`src/rtl/x_dl_pkg.sv`:
```
// x_dl_pkg -- shared definitions for the delay-line sampler.
//   state_e   : sampler FSM states (IDLE, ACC, DONE)
//   cnt_width : bits needed to hold a tap count 0..width
//   sel_width : bits needed to select one of chans channels (minimum 1)
package x_dl_pkg;

   typedef enum logic [1:0] {
      ST_IDLE = 2'd0,
      ST_ACC  = 2'd1,
      ST_DONE = 2'd2
   } state_e;

   function automatic int cnt_width(input int width);
      return $clog2(width + 1);
   endfunction

   function automatic int sel_width(input int chans);
      return (chans > 1) ? $clog2(chans) : 1;
   endfunction

endpackage

```
`src/rtl/x_dl_therm2cnt.sv`:
```
// x_dl_therm2cnt -- combinational thermometer-to-count converter.
// The count is the index of the first 0 bit scanning upward from bit 0.
// All ones gives p_width. Bubbles above the first 0 are ignored.
//   i_therm : raw tap samples of one delay-line channel
//   o_cnt   : tap count, 0..p_width
module x_dl_therm2cnt
   import x_dl_pkg::*;
#(
   parameter  int p_width = 32,
   localparam int CW      = cnt_width(p_width)
) (
   input  logic [p_width-1:0] i_therm,
   output logic [CW-1:0]      o_cnt
);

   // Downward scan: the lowest zero index is written last, so it wins.
   always_comb begin
      o_cnt = CW'(p_width);
      for (int i = p_width - 1; i >= 0; i--) begin
         o_cnt = i_therm[i] ? o_cnt : CW'(i);
      end
   end

endmodule

```
`src/rtl/x_dl_sampler.sv`:
```
// x_dl_sampler -- delay-line sampler. It averages 2^p_log_avg tap counts
// from one selected channel and tracks the minimum and maximum count in the window.
//   i_clk, i_rst_n      : clock and synchronous active-low reset
//   i_dl, i_dl_valid    : raw tap samples for all channels, with a qualifier
//   i_start, i_chan,
//   i_cont, i_stop      : measurement control (start, channel, continuous mode, abort)
//   o_valid, i_accept   : result handshake
//   o_avg, o_min,
//   o_max, o_chan       : registered result, held stable while o_valid is high
//   o_busy              : high whenever the FSM is not in IDLE
//   o_drop              : sticky flag, set when a sample arrives while a result is pending
module x_dl_sampler
   import x_dl_pkg::*;
#(
   parameter  int p_width   = 32,
   parameter  int p_chans   = 4,
   parameter  int p_log_avg = 4,
   localparam int CW        = cnt_width(p_width),
   localparam int CHW       = sel_width(p_chans)
) (
   input  logic                       i_clk,
   input  logic                       i_rst_n,
   input  logic [p_chans*p_width-1:0] i_dl,
   input  logic                       i_dl_valid,
   input  logic                       i_start,
   input  logic [CHW-1:0]             i_chan,
   input  logic                       i_cont,
   input  logic                       i_stop,
   output logic                       o_valid,
   input  logic                       i_accept,
   output logic [CW-1:0]              o_avg,
   output logic [CW-1:0]              o_min,
   output logic [CW-1:0]              o_max,
   output logic [CHW-1:0]             o_chan,
   output logic                       o_busy,
   output logic                       o_drop
);

   localparam int SW   = CW + p_log_avg;
   localparam int CNTW = (p_log_avg > 0) ? p_log_avg : 1;
   localparam logic [CNTW-1:0] CNT_LAST = CNTW'((1 << p_log_avg) - 1);
   localparam logic [CW-1:0]   CNT_FULL = CW'(p_width);
   localparam logic [CHW:0]    CHAN_TOP = (CHW + 1)'(p_chans - 1);

   state_e          state_q, state_d;
   logic [CHW-1:0]  chan_q, chan_d;
   logic            cont_q, cont_d;
   logic [SW-1:0]   sum_q, sum_d;
   logic [CNTW-1:0] cnt_q, cnt_d;
   logic [CW-1:0]   min_q, min_d;
   logic [CW-1:0]   max_q, max_d;
   logic            valid_q, valid_d;
   logic            busy_q, busy_d;
   logic            drop_q, drop_d;
   logic [CW-1:0]   avg_q, avg_d;
   logic [CW-1:0]   rmin_q, rmin_d;
   logic [CW-1:0]   rmax_q, rmax_d;
   logic [CHW-1:0]  rchan_q, rchan_d;

   logic [p_width-1:0] dl_sel_s;
   logic [CW-1:0]      tap_cnt_s;
   logic [SW-1:0]      sum_nxt_s;
   logic [CW-1:0]      min_nxt_s;
   logic [CW-1:0]      max_nxt_s;
   logic               xfer_s;

   // Select the measured channel's tap word.
   always_comb begin
      dl_sel_s = i_dl[p_width-1:0];
      for (int c = 0; c < p_chans; c++) begin
         dl_sel_s = (chan_q == CHW'(c)) ? i_dl[c*p_width +: p_width] : dl_sel_s;
      end
   end

   x_dl_therm2cnt #(
      .p_width (p_width)
   ) u_therm2cnt (
      .i_therm (dl_sel_s),
      .o_cnt   (tap_cnt_s)
   );

   // Running statistics including the current sample, used on every accepted sample.
   always_comb begin
      sum_nxt_s = sum_q + SW'(tap_cnt_s);
      min_nxt_s = (tap_cnt_s < min_q) ? tap_cnt_s : min_q;
      max_nxt_s = (tap_cnt_s > max_q) ? tap_cnt_s : max_q;
      xfer_s    = valid_q & i_accept;
   end

   // Next-state and next-output computation for the sampler FSM.
   always_comb begin
      state_d = state_q;
      chan_d  = chan_q;
      cont_d  = cont_q;
      sum_d   = sum_q;
      cnt_d   = cnt_q;
      min_d   = min_q;
      max_d   = max_q;
      valid_d = valid_q;
      busy_d  = busy_q;
      drop_d  = drop_q;
      avg_d   = avg_q;
      rmin_d  = rmin_q;
      rmax_d  = rmax_q;
      rchan_d = rchan_q;
      case (state_q)
         ST_IDLE: begin
            // An abort in the same cycle overrides a start request.
            if (i_start && !i_stop) begin
               state_d = ST_ACC;
               chan_d  = ({1'b0, i_chan} > CHAN_TOP) ? CHAN_TOP[CHW-1:0] : i_chan;
               cont_d  = i_cont;
               sum_d   = '0;
               cnt_d   = '0;
               min_d   = CNT_FULL;
               max_d   = '0;
               drop_d  = 1'b0;
               busy_d  = 1'b1;
            end else begin
               state_d = ST_IDLE;
            end
         end
         ST_ACC: begin
            if (i_stop) begin
               state_d = ST_IDLE;
               busy_d  = 1'b0;
            end else if (i_dl_valid) begin
               sum_d = sum_nxt_s;
               min_d = min_nxt_s;
               max_d = max_nxt_s;
               cnt_d = cnt_q + CNTW'(1);
               if (cnt_q == CNT_LAST) begin
                  state_d = ST_DONE;
                  valid_d = 1'b1;
                  avg_d   = CW'(sum_nxt_s >> p_log_avg);
                  rmin_d  = min_nxt_s;
                  rmax_d  = max_nxt_s;
                  rchan_d = chan_q;
               end else begin
                  state_d = ST_ACC;
               end
            end else begin
               state_d = ST_ACC;
            end
         end
         ST_DONE: begin
            // Samples are discarded while a result is pending; the loss is flagged.
            drop_d = drop_q | i_dl_valid;
            if (i_stop || (xfer_s && !cont_q)) begin
               state_d = ST_IDLE;
               valid_d = 1'b0;
               busy_d  = 1'b0;
            end else if (xfer_s) begin
               state_d = ST_ACC;
               valid_d = 1'b0;
               sum_d   = '0;
               cnt_d   = '0;
               min_d   = CNT_FULL;
               max_d   = '0;
            end else begin
               state_d = ST_DONE;
            end
         end
         default: begin
            state_d = ST_IDLE;
            valid_d = 1'b0;
            busy_d  = 1'b0;
         end
      endcase
   end

   // State and output registers, with synchronous active-low reset.
   always_ff @(posedge i_clk) begin
      if (!i_rst_n) begin
         state_q <= ST_IDLE;
         chan_q  <= '0;
         cont_q  <= 1'b0;
         sum_q   <= '0;
         cnt_q   <= '0;
         min_q   <= '0;
         max_q   <= '0;
         valid_q <= 1'b0;
         busy_q  <= 1'b0;
         drop_q  <= 1'b0;
         avg_q   <= '0;
         rmin_q  <= '0;
         rmax_q  <= '0;
         rchan_q <= '0;
      end else begin
         state_q <= state_d;
         chan_q  <= chan_d;
         cont_q  <= cont_d;
         sum_q   <= sum_d;
         cnt_q   <= cnt_d;
         min_q   <= min_d;
         max_q   <= max_d;
         valid_q <= valid_d;
         busy_q  <= busy_d;
         drop_q  <= drop_d;
         avg_q   <= avg_d;
         rmin_q  <= rmin_d;
         rmax_q  <= rmax_d;
         rchan_q <= rchan_d;
      end
   end

   assign o_valid = valid_q;
   assign o_avg   = avg_q;
   assign o_min   = rmin_q;
   assign o_max   = rmax_q;
   assign o_chan  = rchan_q;
   assign o_busy  = busy_q;
   assign o_drop  = drop_q;

endmodule

```
`config.mk`:
```
export PLATFORM = sky130hd
export DESIGN_NAME = x_dl_sampler
export DESIGN_NICKNAME = d
export VERILOG_FILES = /design/src/rtl/x_dl_pkg.sv /design/src/rtl/x_dl_therm2cnt.sv /design/src/rtl/x_dl_sampler.sv
export SDC_FILE = /design/constraint.sdc
export NUM_CORES = 1
export LEC_CHECK = 0
export CAP_MARGIN = 5
export CORE_MARGIN = 2
export CORE_UTILIZATION = 45
export DETAILED_ROUTE_END_ITERATION = 8
export GPL_TIMING_DRIVEN = 1
export PLACE_DENSITY_LB_ADDON = 0.08
export SLEW_MARGIN = 20
export SYNTH_ARGS = -nofsm -noshare
export SYNTH_HDL_FRONTEND = slang
export SYNTH_HIERARCHICAL = 1
export SYNTH_SLANG_ARGS = --single-unit
export TNS_END_PERCENT = 50
```
`constraint.sdc`:
```
create_clock -name i_clk -period 5.15 [get_ports i_clk]
set_input_delay 0.515 -clock i_clk [delete_from_list [all_inputs] [get_ports i_clk]]
set_output_delay 0.515 -clock i_clk [all_outputs]
set_load 0.01 [all_outputs]
```
# Word level (Yosys, flattened, before mapping)
# Index checks and enable logic that the tools add are counted.
# totals
input_bits,137
ff_bits,54
out_inout_bits,23
elab_cells,131
# classes
add_sub_neg,2
n_mux,80
n_eq_ne,15
bitwise_logic,4
n_reduce_logical,14
order_cmp,2
# ops
operator,n
$mux 6,44
$mux 32,3
$mux 10,5
$pmux 6 s3,2
$pmux 10 s3,1
$mux 4,5
$ne 2x2->1 const B,8
$pmux 4 s3,1
$add 10x6->10,1
$mux 1,10
$mux 2,5
$eq 2x2->1 const B,3
$gt 6x6->1,1
$lt 6x6->1,1
$pmux 1 s3,2
$pmux 2 s3,1
$reduce_and 6->1,1
$reduce_and 5->1,1
$add 4x1->4 const B,1
$eq 2x1->1 const B,2
$eq 4x4->1 const B,1
$reduce_and 2->1,2
$reduce_and 4->1,1
$ne 3x3->1 const B,1
other kinds (11),14

# Logic depth before layout (Yosys ltp)
# logic_depth
word_depth,41
depth_mapped,16
ltp_nobuf,13

# By module
# The synthesis kept the hierarchy.
# by_module_without_submodules
mod,seq_area_each_um2,n_inst,cells_each,area_each_um2
x_dl_sampler,1081.0,1,381,3689.8
x_dl_therm2cnt,0.0,1,66,377.9

# Worst setup path before layout
# OpenSTA, ideal clock, no wires.
# synth_path
path_type,register to register
startpoint,register chan_q[1]
endpoint,register max_q[1]
path_buffers,3
setup_time_ns,0.117
required_ns,5.033
stages_incl_launch_ff,14
slack_ns,1.373
synth_period_minus_slack_ns,3.777
arrival_ns,3.660
cell_sequence,dfxtp_1 -> clkbuf_1 -> clkbuf_1 -> mux4_2 -> nand2_1 -> or3_1 -> nor4_1 -> ha_1 -> a21o_1 -> a21oi_1 -> a21oi_2 -> and2_0 -> buf_2 -> a22o_1
# synth_lines
item,line,rtl
"start, declared",x_dl_sampler.sv:46,"logic [CHW-1:0] chan_q, chan_d;"
"start signal, assigned",x_dl_sampler.sv:191,chan_q <= chan_d;
$eq 2x1->1,x_dl_sampler.sv:71,dl_sel_s = (chan_q == CHW'(c)) ? i_dl[c*p_width +: p_width] : dl_sel_s;
$mux 32 (2 in series),x_dl_sampler.sv:71,
$mux 32 (*),x_dl_sampler.sv:71,
net dl_sel_s[6],x_dl_sampler.sv:60,logic [p_width-1:0] dl_sel_s;
$mux 6 (*) (7 in series),x_dl_therm2cnt.sv:20,o_cnt = i_therm[i] ? o_cnt : CW'(i);
net tap_cnt_s[4],x_dl_sampler.sv:61,logic [CW-1:0] tap_cnt_s;
$gt 6x6->1 (*),x_dl_sampler.sv:86,max_nxt_s = (tap_cnt_s > max_q) ? tap_cnt_s : max_q;
$mux 6 (*),x_dl_sampler.sv:86,
$mux 6 (*),x_dl_sampler.sv:127,end else if (i_dl_valid) begin
$mux 6 (*),x_dl_sampler.sv:124,if (i_stop) begin
$pmux 6 s3 (*),x_dl_sampler.sv:106,case (state_q)
"end signal, assigned",x_dl_sampler.sv:196,max_q <= max_d;
"end, declared",x_dl_sampler.sv:51,"logic [CW-1:0] max_q, max_d;"
# Mark *: on every way through the listed nets, which the timed path passes. The rest lies on a longest branch. The select of a mux whose other input is x is not followed.
# A chain may end at the register's enable or synchronous reset.

# Final worst setup path
# layout_path
startpoint,register chan_q[0]
endpoint,register avg_q[2] (netlist: o_avg[2])
# layout_lines
item,line,rtl
$eq 2x1->1,x_dl_sampler.sv:71,
$mux 32 (2 in series),x_dl_sampler.sv:71,
$mux 32 (*),x_dl_sampler.sv:71,
net dl_sel_s[7],x_dl_sampler.sv:60,
$mux 6 (*) (8 in series),x_dl_therm2cnt.sv:20,
net tap_cnt_s[2],x_dl_sampler.sv:61,
$add 10x6->10 (*),x_dl_sampler.sv:84,sum_nxt_s = sum_q + SW'(tap_cnt_s);
"end signal, assigned",x_dl_sampler.sv:200,avg_q <= avg_d;
"end, declared",x_dl_sampler.sv:55,"logic [CW-1:0] avg_q, avg_d;"
# Mark *: on every way through the listed nets, which the timed path passes. The rest lies on a longest branch.

==> flow_summary.ini <==
[run_status]
status = completed

[timing]
setup_tns_ns = 0
clock_skew_ns = 0.00709
rsz0062_at_grt = no
fin_crit_ns = 4.34
fmax_ghz = 0.231
finalSetupViolations = 0
tightest_slew_ns = 0.849
hold_violations = 0
relSlewSlack_pct = 43.4
fin_hold_ws_ns = 0.455
setup_ws_ns = 0.812
post-route-period-util_pct = 84.2
slew_violations = 0

[synthesis]
syn-instance-count = 447
yosys_warnings = 6
synth_ff_type = dfxtp_1
ys_ff_latch = 54
synth_edf_count = 0
synth_seq_area_share_pct = 26.6
syn_nets = 603
async_flop_share_pct = 0
syn_area_sq_um = 4070
synth.distinct_cells = 62
syn_area_per_cell_sq_um = 9.10

[worst_setup_path]
crit_chain = buf_4 -> buf_4 -> mux4_2 -> nand2_1 -> nor2_1 -> a21oi_1 -> ha_1 -> a211oi_1 -> o21bai_1 -> a21oi_1 -> nor4_1 -> a311o_1
endpoint = o_avg[2]
slowest_stage = dfxtp_2
ff2ff_setup_slack_ns = 0.81
path_buf_inv = 2
arrival_ns = 4.55
reg2reg_from = chan_q[0]
reg2regPathDepth = 12
worst_setup_path_end_kind = flop
path_depth = 12
timing.critical_path.from = chan_q[0]
max_stage_delay_ns = 0.80
path_max_fanout = 23
crit_required_ns = 5.37
cp_top_family = compound AO/OA/AOI/OAI gates
crit_type = flop to flop
start_kind = flop
worstReg2RegEnd = o_avg[2]

[place]
dp_slack_ns = 0.827
port_buffers = 159
dp_hpwl_mm = 9.87
routabilityCongestion = 0.890

[clock_tree]
clock-sinks = 54
cts_buffer_depth = 2
cts-root-buf = clkbuf_8
cts_hold_buf = 0
cts_setup_buffers = 0
cts_tree = yes
insertion_delay_ns = 0.32
htreeDepth = 2
cts_inserted_buffers = 5
path_clk_slew_ns = 0.10
cts_resized = 0

[global_routing]
grt_max_degree = 35
grt_pass1_wl_mm = 20.3
grt_pass1_vias = 4361
grt-ovfl-total = 0
grt_util_all_layers_pct = 25.3
antenna_found_initial = 0

[power]
ir_drop_mv = 0.103
seq_power_share_pct = 42.4
p_comb_share_pct = 28.6
switchingPower_uw = 276
p_leak_nw = 2.13
p_sw_share_pct = 27.3
p_int_uw = 734
powerDensity_nw_per_um2 = 173
clkPwrFrac_pct = 28.9

[drt]
drt-pass1-iter-count = 6
post_drt_wl_per_cell_um = 17.8
totalWireLength_mm = 12.5
drt_iter0_markers = 148
antenna_left = 0
drc = 0
vias = 4237
vias_per_cell = 6.03

[floorplan]
die_w_um = 99.1
core_sq_um = 8760
num_rows = 34
dieArea_sq_um = 9820
io_pins = 160
die_h_um = 99.1
start_util_pct = 46.4

[final_layout]
finish.utilization_pct = 66.6
drive_above_1_share_pct = 11.3
syn_to_final_growth_pct = 43.5
nNetsFinal = 750
num_antenna_cells = 0

[run]
maxCapViolCount = 0

[min_path]
holdCritPathClass = flop to flop
-- worst reg2reg max path, delay by kind of cell, from the launching register on --
family	cells	cell delay [ns]
multiplexers	1	0.56
AND/OR/NAND/NOR	3	0.25
flip-flops	1	0.80
buffers and inverters	2	0.52
adder cells (fa/ha/maj)	1	0.44
AO/OA/AOI/OAI	5	1.68
-- stage by stage --
| step | cell area, sq um | instances | power [mW] |
|---|---|---|---|
| 2_1_floorplan | 4070 | 447 | 0.586 |
| 3_3_place_gp | 5720 | 695 | 0.719 |
| 3_5_place_dp | 5720 | 695 | 0.724 |
| 4_1_cts | 5840 | 703 | 1.01 |
| 5_1_grt | 5840 | 703 | 1.05 |
| 6_report | 5840 | 703 | 1.01 |
-- how the worst min path moves through the flow --
stage | from | end | slack (ns) | cells after the start
finish | cnt_q[3] | cnt_q[3] | 0.46 | 1
global route | cnt_q[3] | cnt_q[3] | 0.50 | 1
CTS | cnt_q[3] | cnt_q[3] | 0.46 | 1
detailed placement | cnt_q[3] | cnt_q[3] | 0.45 | 1
global placement | cnt_q[3] | cnt_q[3] | 0.44 | 1
floorplan | cnt_q[3] | cnt_q[3] | 0.42 | 1
-- kinds of logic after synthesis --
group	count (synthesis)	synth area share, %
mux	40	19.7
xor+xnor	7	1.51
fa+ha+maj	19	6.03
simple gates	133	16.6
flops	54	26.6
compound gates	145	24.2
buf+inv	49	5.38
-- cells in the final DEF (no fill, tap or decap), types with 5 or more instances in the layout --
cell type / instances
a21oi_1: 27
a211oi_1: 6
nand3_1: 20
buf_4: 9
inv_1: 20
nand4_1: 11
xnor2_1: 5
a211o_1: 6
nand2b_1: 5
clkbuf_8: 5
nand2_1: 32
nor3_1: 9
nor2_1: 30
dfxtp_1: 53
ha_1: 18
mux2i_1: 8
a22o_1: 7
a22oi_1: 6
a31oi_1: 13
clkdlybuf4s50_1: 159
a21o_1: 6
mux4_2: 32
o21ai_0: 36
-- power groups by stage --
stage | clock network [mW] | registers [mW] | logic [mW]
after floorplan | 0 | 0.432 | 0.154
after global placement | 0 | 0.438 | 0.281
after detailed placement | 0 | 0.438 | 0.286
after CTS | 0.297 | 0.428 | 0.287
after global routing | 0.308 | 0.429 | 0.311
final | 0.292 | 0.428 | 0.289
-- layout make-up --
type | count | area (sq um)
fill | 752 | 2930
multi-input combinational | 344 | 2770
timing repair buffer | 168 | 1660
clock inverter | 3 | 43.8
clock buffer | 5 | 68.8
sequential | 54 | 1080
tap | 108 | 135
inverter | 21 | 78.8
-- synthesized netlist by cell type (2+ instances only) --
master	instances	area [sq um]
and3_1	3	18.8
a211o_1	6	52.6
buf_2	10	50.1
clkbuf_1	12	45.0
buf_1	2	7.51
buf_4	2	15.0
nor2_1	30	113
nand3b_1	3	22.5
a31oi_1	13	81.3
nand2_1	32	120
a221oi_1	2	17.5
a2111oi_2	2	30.0
dfxtp_1	54	1080
a311oi_1	2	17.5
a211oi_1	6	45.0
inv_1	20	75.1
nor4_1	3	18.8
o32ai_1	4	35.0
buf_6	2	22.5
a21o_1	6	45.0
ha_1	18	225
o211a_1	2	20.0
nor3_2	2	20.0
a22o_1	7	61.3
o2111ai_1	3	26.3
mux4_2	32	721
nand3_1	20	100
nor2b_1	4	25.0
o22ai_1	3	18.8
xor2_1	2	17.5
a22oi_1	6	45.0
mux2i_1	8	80.1
o211ai_1	3	22.5
nor3_1	9	45.0
o21ai_0	36	180
o21a_1	4	30.0
o21bai_1	3	22.5
or3_1	2	12.5
nand4_1	11	68.8
o221a_2	2	22.5
a21oi_1	27	135
nand2b_1	5	31.3
xnor2_1	5	43.8
-- state kept, by name, indices dropped and copies added, names as in the netlist --
name and count:
chan_q 2, cnt_q 4, cont_q 1, max_q 6
min_q 6, o_avg 6, o_busy 1, o_chan 2
o_drop 1, o_max 6, o_min 6, o_valid 1
state_q 2, sum_q 10
-- metal layers --
metal	wire length (um)	vias up	global-route usage, %
met2	6460	165	46.8
met3	851	18	5.60
li1	-	2023	-
met1	4980	2031	29.1
met5	0	-	0
met4	240	0	6.74
Note: power is estimated with default switching activity, not from simulation.
